**config.mk**
```make
export PLATFORM = sky130hd
export DESIGN_NAME = imem_fetch_responder
export DESIGN_NICKNAME = d
export VERILOG_FILES = /design/src/rtl/imem_fetch_pkg.sv /design/src/rtl/imem_line_buf.sv /design/src/rtl/imem_fetch_responder.sv
export SDC_FILE = /design/constraint.sdc
export NUM_CORES = 1
export LEC_CHECK = 0
export CAP_MARGIN = 5
export CORE_MARGIN = 10
export CORE_UTILIZATION = 35
export CTS_CLUSTER_DIAMETER = 100
export DETAILED_ROUTE_END_ITERATION = 12
export REMOVE_ABC_BUFFERS = 1
export SETUP_SLACK_MARGIN = 0.5
export SLEW_MARGIN = 5
export SYNTH_ARGS = -nofsm -noshare
export SYNTH_HDL_FRONTEND = slang
export SYNTH_SLANG_ARGS = --single-unit
```
**constraint.sdc**
```tcl
create_clock -name clk -period 1.8 [get_ports clk]
set_input_delay 0.36 -clock clk [delete_from_list [all_inputs] [get_ports clk]]
set_output_delay 0.36 -clock clk [all_outputs]
set_load 0.02 [all_outputs]
```
**src/rtl/imem_fetch_pkg.sv**
```systemverilog
// rtl/imem_fetch_pkg.sv - shared types and defaults for the instruction fetch responder
package imem_fetch_pkg;

  localparam int AW_DEF = 16;
  localparam int DW_DEF = 16;

  typedef enum logic [1:0] {
    IDLE = 2'd0,
    BUSY = 2'd1,
    DROP = 2'd2
  } fetch_state_t;

endpackage

```
**src/rtl/imem_line_buf.sv**
```systemverilog
// rtl/imem_line_buf.sv - single-entry instruction line buffer with hit compare
//
// Ports:
//   clk, nRst        clock, async active-low reset
//   we, waddr, wdata write port (fill from memory)
//   pc               lookup address
//   hit              buffer valid and its address equals pc (full width)
//   rdata            buffered instruction word
module imem_line_buf
  import imem_fetch_pkg::*;
#(
  parameter int AW = AW_DEF,
  parameter int DW = DW_DEF
) (
  input  logic          clk,
  input  logic          nRst,
  input  logic          we,
  input  logic [AW-1:0] waddr,
  input  logic [DW-1:0] wdata,
  input  logic [AW-1:0] pc,
  output logic          hit,
  output logic [DW-1:0] rdata
);

  logic          buf_vld;
  logic [AW-1:0] buf_addr;
  logic [DW-1:0] buf_data;

  // Only reset invalidates the entry; a fill simply replaces it.
  always_ff @(posedge clk or negedge nRst) begin
    if (!nRst) begin
      buf_vld  <= 1'b0;
      buf_addr <= '0;
      buf_data <= '0;
    end else if (we) begin
      buf_vld  <= 1'b1;
      buf_addr <= waddr;
      buf_data <= wdata;
    end
  end

  assign hit   = buf_vld && (buf_addr == pc);
  assign rdata = buf_data;

endmodule

```
**src/rtl/imem_fetch_responder.sv**
```systemverilog
// rtl/imem_fetch_responder.sv - PC-fetch responder with req/ack memory port and line buffer
//
// Ports:
//   clk, nRst                   clock, async active-low reset
//   pc, flush, dec_stall        fetch-stage PC, redirect (useAlt), decode stall
//   hlt                         combinational hold to the fetch stage
//   mem_req, mem_addr           registered read request, address stable while requesting
//   mem_ack, mem_rdata          read data valid / data from instruction memory
//   instr, instr_valid          registered instruction to decode
module imem_fetch_responder
  import imem_fetch_pkg::*;
#(
  parameter int AW = AW_DEF,
  parameter int DW = DW_DEF
) (
  input  logic          clk,
  input  logic          nRst,
  input  logic [AW-1:0] pc,
  input  logic          flush,
  input  logic          dec_stall,
  output logic          hlt,
  output logic          mem_req,
  output logic [AW-1:0] mem_addr,
  input  logic          mem_ack,
  input  logic [DW-1:0] mem_rdata,
  output logic [DW-1:0] instr,
  output logic          instr_valid
);

  fetch_state_t  state, state_nxt;
  logic          hit;
  logic [DW-1:0] buf_data;
  logic          issue;
  logic          buf_we;
  logic          done;

  imem_line_buf #(.AW(AW), .DW(DW)) u_buf (
    .clk   (clk),
    .nRst  (nRst),
    .we    (buf_we),
    .waddr (mem_addr),
    .wdata (mem_rdata),
    .pc    (pc),
    .hit   (hit),
    .rdata (buf_data)
  );

  // The fetch stage gives hlt priority over useAlt, so a redirect must never see hlt.
  assign hlt = !flush && (!hit || dec_stall);

  always_ff @(posedge clk or negedge nRst) begin
    if (!nRst) state <= IDLE;
    else       state <= state_nxt;
  end

  // A request is never retracted: a redirect while waiting parks in DROP until the ack.
  always_comb begin
    state_nxt = state;
    case (state)
      IDLE:    if (!flush && !hit) state_nxt = BUSY;
      BUSY:    if (mem_ack) state_nxt = IDLE;
               else if (flush) state_nxt = DROP;
      DROP:    if (mem_ack) state_nxt = IDLE;
      default: state_nxt = IDLE;
    endcase
  end

  always_comb begin
    issue  = (state == IDLE) && !flush && !hit;
    buf_we = (state == BUSY) && mem_ack && !flush;
    done   = (state != IDLE) && mem_ack;
  end

  always_ff @(posedge clk or negedge nRst) begin
    if (!nRst) begin
      mem_req  <= 1'b0;
      mem_addr <= '0;
    end else if (issue) begin
      mem_req  <= 1'b1;
      mem_addr <= pc;
    end else if (done) begin
      mem_req  <= 1'b0;
    end
  end

  // Decode output: flush kills validity but keeps the last word; stall freezes both.
  always_ff @(posedge clk or negedge nRst) begin
    if (!nRst) begin
      instr       <= '0;
      instr_valid <= 1'b0;
    end else if (flush) begin
      instr_valid <= 1'b0;
    end else if (!dec_stall) begin
      if (hit) begin
        instr       <= buf_data;
        instr_valid <= 1'b1;
      end else begin
        instr_valid <= 1'b0;
      end
    end
  end

endmodule
```
==> run_results.csv, run 1 <==
group,metric,value,unit
final_layout,area_growth,62.3,%
synth,synthCells,184,
hold_path,hold_class,"input pin to async pin",
clocking,clock_path_buffers,2,
detailed_routing,wl_per_cell,17.7,microns
sta,fin_crit,2240,ps
synth,synth_top_family_by_area,"multiplexers",
synth,synth_top_area_share,0.611,
clocking,clkSlewWorstSetupHoldPaths,70,ps
synth,yosys.area_share.simple,0.0403,
critical_path,start_kind,"flip-flop",
synth,synthMuxAreaShare,0.255,
clocking,cts-root-buf,"clkbuf_8",
global_routing,grt_pass1_wl,11900,microns
outcome,status,"finished with violations",
synth,synth_edf_count,0,
synth,synth_area_leaders,"dfrtp_1 61%, mux2_2 26%, xnor2_1 5.0%, nand4_1 0.89%, nor4_4 0.75%",
clocking,cts_tree,"done",
global_routing,overflow,0,
synth,ys_types,24,
sta,finalSetupViolCount,36,
placement,gp_congestion,0.700,
sta,timing_worst_slew_pin_value,373,ps
floorplanning,rows,32,
power_and_ir_drop,worst_ir_drop_vdd,0.000700,V
synth,ys_seq_area_frac,0.611,
clocking,cts_sinks,69,
floorplanning,die_w,110,microns
clocking,cts_made_buffers,9,
detailed_routing,vias_per_cell,4.63,
sta,finalMaxSlewViolations,0,
clocking,h-tree-depth,3,
sta,hold_violations,0,
placement,dp.cells,364,
sta,fin_ws,-444,ps
global_routing,grt_max_degree,70,
placement,port_buffers,71,
sta,fin_skew,7.24,ps
critical_path,path_class,"flip-flop to output port",
synth,synth_compound_area_frac,0.0213,
final_layout,post-route-util,0.587,
floorplanning,core-area,7810,sq um
sta,tns,-8300,ps
synth,yosysMostFrequentCell,"dfrtp_1",
final_layout,nets,345,
clocking,clk_latency,340,ps
detailed_routing,drtIter0Drc,77,
floorplanning,initial_core_util,0.362,
synth,synth-xor-area-share,0.0496,
final_layout,drive_gt1_frac,0.565,
detailed_routing,drt_wl_total,7330,microns
power_and_ir_drop,p_leak,2.19,nW
critical_path,cp-end-kind,"output port",
final_layout,antenna_cells,0,
placement,hpwl,4250,microns
synth,yosys.area.top_type,"dfrtp_1",
detailed_routing,drc,0,
synth,synth_common_cells,"69 x dfrtp_1, 64 x mux2_2, 16 x xnor2_1",
synth,syn_avg_cell_area,15.4,sq um
critical_path,worst_ep_required_time,1440,ps
global_routing,antenna_found_initial,0,
floorplanning,io_pins,72,
final_layout,n_fill_cell,653,
final_layout,finalNonFillerCells,415,
detailed_routing,vias,1922,
floorplanning,die_y,110,microns
synth,yosysWarnings,0,
power_and_ir_drop,finalPower,5.04,mW
global_routing,grt_usage,0.129,
synth,synth_seq_cells,69,
floorplanning,die_area,12100,sq um
job,maxCapViolCount,0,
detailed_routing,dr.pass1.iters,4,
sta,max_freq,446,MHz
synth,async_reset_ff_frac,1.00,
synth,ys.flop_type,"dfrtp_1",
critical_path,cp.arrival,1880,ps
detailed_routing,detail-route-antenna-nets,0,
synth,synthAdderAreaFrac,0,
sta,grt_setup_unrepaired,"true",
sta,slew_headroom,0.751,
clocking,ctsHoldBuffers,0,
sta,period_share,1.25,
synth,syn_area,2830,sq um
global_routing,grt_pass1_vias,2172,
power_and_ir_drop,pwr_density_cell,1100,nW/um^2
outcome,violations,"negative setup slack",
critical_path,cp_max_fo,2,
## cell type report
cell class,instances,area (sq um),area share
clock inverters,3,90.1,0.0196
flip-flops and latches,69,1730,0.377
inverters,1,3.75,0.000819
clock buffers,13,169,0.0368
multi-input cells,108,1300,0.283
repair buffers,119,1170,0.255
well taps,102,128,0.0278
## repair_timing
item / CTS / global route
endpoints found under the hold margin: 0 / 0
setup endpoints to repair: 103 / 82
pin swaps: 11 / 13
cloned: 5 / 0
setup buffers: 19 / 11
resized for setup: 234 / 25
## path summary, 6_finish.rpt
kind	startpoint	to	slack (ps)	cells past startpoint
hold reg to reg	u_buf.buf_vld	u_buf.buf_vld	490	1
max in group asynchronous	nRst	u_buf.buf_addr[3]	1470	2
min in group clk	pc[3]	mem_addr[3]	340	2
hold / removal	nRst	instr[8]	20	2
setup reg to reg	u_buf.buf_addr[1]	instr_valid	-410	12
setup / recovery	u_buf.buf_addr[1]	hlt	-440	6
## layer usage
metal	up-vias	GRT usage	wire length [microns]
met3	8	0.0468	404
met4	0	0.0418	98
met2	51	0.200	3640
met5	-	0	0
li1	895	-	-
met1	968	0.163	3190
## report_power, final
part	total [mW]	switching (mW)	internal (mW)
logic	1.32	0.482	0.843
registers	2.12	0.236	1.89
clock network	1.60	0.561	1.04
total	5.04	1.28	3.76
## flip-flops by register name, indices dropped and copies added, names as in the netlist
register and flops:
u_buf.buf_addr 16, mem_req 1, mem_addr 16, instr 16, u_buf.buf_vld 1, instr_valid 1
state 2, u_buf.rdata 16
## cell families after synthesis
logic type / Yosys count
multiplexers: 64
XOR/XNOR: 16
buffers and inverters: 7
AO/OA/AOI/OAI: 9
AND/OR/NAND/NOR: 19
flip-flops: 69
## cells in the final DEF (no fill, tap or decap), drive strengths merged
cell type,netlist,routed
nand4,4,4
a21oi,5,5
buf,5,83
and3,1,1
dfrtp,69,69
or2,1,1
inv,1,1
clkdlybuf4s50,0,18
bufinv,0,3
xnor2,16,16
a21o,1,1
o21ai,1,1
o21a,1,1
or3,1,1
nand3b,1,1
nor3,1,1
nor2,4,4
o211a,1,1
nor4,1,1
dlymetal6s2s,0,4
dlygate4sd2,0,13
mux2,64,64
nor2b,1,1
nand2,4,4
clkbuf,1,14
## critical path, cell delays in order (launching register included)
cell and delay, ps:
dfrtp_1 400, xnor2_1 180, nand4_1 170, nor4_4 360, nand3b_1 170, nor2b_4 160, buf_6 120
## through the flow
step	hold slack (ps)	setup WS [ps]	instance area [sq um]
floorplan	64.4	-1450	2770
global placement	417	-965	3750
detailed placement	414	-958	3750
CTS	41.6	-467	4420
global route	40.2	-545	4590
finish	22.9	-444	4590
Power figures use the tool's default switching activity.
==> run 2, diff against run 1 <==
--- a/config.mk
+++ b/config.mk
@@ -9,6 +9,7 @@
 export CORE_MARGIN = 10
 export CORE_UTILIZATION = 35
 export CTS_CLUSTER_DIAMETER = 100
+export CTS_CLUSTER_SIZE = 10
 export DETAILED_ROUTE_END_ITERATION = 12
 export REMOVE_ABC_BUFFERS = 1
 export SETUP_SLACK_MARGIN = 0.5
==> results of run 2 <==
Final layout, timing and power as in run 1 (identical DEF).
==> run 3, diff against run 2 <==
--- a/config.mk
+++ b/config.mk
@@ -7,13 +7,15 @@
 export LEC_CHECK = 0
 export CAP_MARGIN = 5
 export CORE_MARGIN = 10
-export CORE_UTILIZATION = 35
+export CORE_UTILIZATION = 44
 export CTS_CLUSTER_DIAMETER = 100
 export CTS_CLUSTER_SIZE = 10
 export DETAILED_ROUTE_END_ITERATION = 12
+export PLACE_DENSITY = 0.76
 export REMOVE_ABC_BUFFERS = 1
 export SETUP_SLACK_MARGIN = 0.5
 export SLEW_MARGIN = 5
 export SYNTH_ARGS = -nofsm -noshare
 export SYNTH_HDL_FRONTEND = slang
+export SYNTH_HIERARCHICAL = 1
 export SYNTH_SLANG_ARGS = --single-unit
==> run 3 against run 2 <==
Compared with the run above: the run still ends with negative setup slack left; critical path depth increased by 4; global-route usage up 0.41 points; via count fell by 3.4%; count of clock-buffer cells in the layout decreased by 1; combinational power decreased by 8%; sequential cell count unchanged; final cell count decreased by 9.6%; sequential power hardly changed; synthesized cell count decreased by 2.7%; cell area fell by 6.3%; first-iteration DRC count is 17% higher.
==> run_results.csv, run 3 <==
group,metric,value,unit
floorplanning,die_w,101,microns
critical_path,path_class,"input pin to flip-flop",
detailed_routing,vias_per_cell,4.95,
critical_path,cp-end-kind,"flip-flop",
clocking,cts_tree,"done",
detailed_routing,drtIter0Drc,90,
critical_path,path_buf_inv,5,
final_layout,final_common_cell,"dfrtp_1",
placement,port_buffers,71,
power_and_ir_drop,pwr_density_cell,1100,nW/um^2
global_routing,grt_pass1_vias,2034,
sta,finalMaxSlewViolations,0,
critical_path,worst_ep_required_time,2020,ps
floorplanning,initial_core_util,0.452,
critical_path,cp_max_fo,8,
global_routing,overflow,0,
detailed_routing,drt_wl_total,6900,microns
clocking,cts_sinks,69,
clocking,h-tree-depth,3,
power_and_ir_drop,worst_ir_drop_vdd,0.000625,V
synth,synth_top_area_share,0.605,
placement,hpwl,4270,microns
synth,ys_types,27,
sta,hold_violations,0,
synth,yosys.area.top_type,"dfrtp_1",
critical_path,critical_path.startpoint,"pc[13]",
sta,finalSetupViolCount,35,
synth,syn_area,2850,sq um
synth,syn_avg_cell_area,15.9,sq um
critical_path,slowest_delay,450,ps
hold_path,hold_class,"input pin to async pin",
synth,synth_area_leaders,"dfrtp_1 60%, mux2_2 21%, mux2_4 5.3%, xnor2_1 3.7%, xor2_1 1.2%",
synth,synth_seq_cells,69,
detailed_routing,vias,1856,
placement,dp_slack,-1070,ps
detailed_routing,detail-route-antenna-nets,0,
floorplanning,io_pins,72,
sta,timing_worst_slew_pin_value,374,ps
sta,grt_setup_unrepaired,"true",
floorplanning,die_y,101,microns
critical_path,r2r_cells,10,
sta,period_share,1.31,
clocking,clock_path_buffers,2,
sta,fin_ws,-558,ps
synth,yosysWarnings,6,
critical_path,cp_cell_sequence,"clkdlybuf4s50_1 -> xnor2_1 -> nand4_1 -> nor4_2 -> buf_4 -> buf_6 -> nor3b_4 -> buf_12 -> buf_16 -> mux2_2",
critical_path,cp.arrival,2580,ps
clocking,clkSlewWorstSetupHoldPaths,70,ps
sta,max_freq,424,MHz
synth,ys_seq_area_frac,0.605,
outcome,violations,"negative setup slack",
critical_path,r2r-end,"instr[8]",
outcome,status,"finished with violations",
critical_path,r2r_slack,-520,ps
placement,gp_congestion,0.745,
global_routing,grt_usage,0.133,
synth,synth_edf_count,0,
sta,slew_headroom,0.751,
global_routing,antenna_found_initial,0,
synth,yosysMostFrequentCell,"dfrtp_1",
critical_path,cp-endpoint,"instr[8]",
final_layout,area_growth,50.5,%
global_routing,grt_pass1_wl,10600,microns
critical_path,critical-path-top-delay-family,"buffers and inverters",
synth,synthCells,179,
power_and_ir_drop,finalPower,4.72,mW
critical_path,path_depth,10,
detailed_routing,drc,0,
critical_path,start_kind,"input pin",
global_routing,grt_max_degree,70,
power_and_ir_drop,p_leak,2.04,nW
final_layout,nets,330,
sta,fin_skew,7.55,ps
floorplanning,rows,29,
floorplanning,core-area,6310,sq um
clocking,ctsHoldBuffers,0,
detailed_routing,wl_per_cell,18.4,microns
final_layout,drive_gt1_frac,0.560,
sta,fin_crit,2360,ps
synth,async_reset_ff_frac,1.00,
floorplanning,die_area,10100,sq um
synth,synth_common_cells,"69 x dfrtp_1, 54 x mux2_2, 12 x xnor2_1, 10 x mux2_4",
critical_path,rr_startpoint,"u_buf/buf_addr[10]",
detailed_routing,dr.pass1.iters,4,
final_layout,antenna_cells,0,
clocking,clk_latency,340,ps
job,maxCapViolCount,0,
synth,ys.flop_type,"dfrtp_1",
clocking,cts-root-buf,"clkbuf_8",
final_layout,final_cell_mix,"67 x dfrtp_1, 51 x mux2_4, 31 x buf_2, 29 x clkdlybuf4s50_1, 24 x buf_4",
clocking,cts_made_buffers,9,
critical_path,cp_slowest_cell,"clkdlybuf4s50_1",
==> run 3: changes by cell type after synthesis, sizes merged, moves of 2 or more <==
cell	delta
xnor2	-4
xor2	+4
a21oi	-3
nor2	-3
buf	+2
nand2	-2
nor4	+2
==> run 3: per-layer routing <==
layer  wire [microns]  part of all wire  track usage  vias up
met4               92             0.013       0.0522        0
met2             3500              0.51        0.217       33
li1                 -                 -            -      853
met3              246             0.036       0.0377        9
met1             3060              0.44        0.162      961
met5                0                 0            0        -
==> run 3: kinds of logic after synthesis <==
group           share of synthesized area
compound gates                     0.0132
xor+xnor                           0.0491
buf+inv                            0.0215
flops                               0.605
mux                                 0.269
simple gates                       0.0421
==> run 3: worst reg2reg max path, cell delays in order (launching register included) <==
cell     delay (ps)
dfrtp_1         390
xor2_1          150
nor4_2          300
nand4_1         130
nor4_2          150
buf_4           170
buf_6            80
nor3b_4         200
buf_12          150
buf_16          130
mux2_2          340
==> run 3: worst min path at each step <==
stage	cells past startpoint	slack [ps]	endpoint
after global routing	2	40	mem_addr[0]
final	2	30	mem_addr[11]
after detailed placement	2	410	mem_addr[1]
after floorplan	0	60	instr[0]
after CTS	2	40	u_buf/buf_addr[0]
after global placement	2	410	mem_addr[12]
==> run 3: cell type report <==
class,instances,area [sq um]
clock buffers,12,155
flip-flops and latches,69,1730
inverters,2,7.51
multi-input cells,101,1250
repair buffers,110,985
well taps,77,96.3
fillers,463,2020
clock inverters,4,70.1
==> run 3: power by group <==
group / internal, mW / total, mW / switching [mW] / leakage [nW]
Sequential: 1.88 / 2.11 / 0.222 / 0.849
Combinational: 0.775 / 1.21 / 0.435 / 1.08
Clock: 0.852 / 1.41 / 0.554 / 0.116
Total: 3.51 / 4.72 / 1.21 / 2.04
==> run 3: through the flow <==
stage	hold slack, ps	cells	util	setup TNS, ps	area (sq um)
3_3_place_gp	411	336	0.598	-38510	3780
5_1_grt	41.3	375	0.680	-20540	4300
3_5_place_dp	413	336	0.598	-40880	3780
6_report	32.0	375	0.680	-16950	4300
2_1_floorplan	64.4	172	-	-64360	2800
4_1_cts	37.2	368	0.640	-17010	4040
==> run 3: repair_timing <==
action / in CTS / in global routing
gates cloned: 4 / 0
resized for setup: 168 / 59
endpoints found under the hold margin: 0 / 0
setup endpoints to repair: 103 / 74
buffers inserted: 12 / 7
pin swaps: 8 / 2
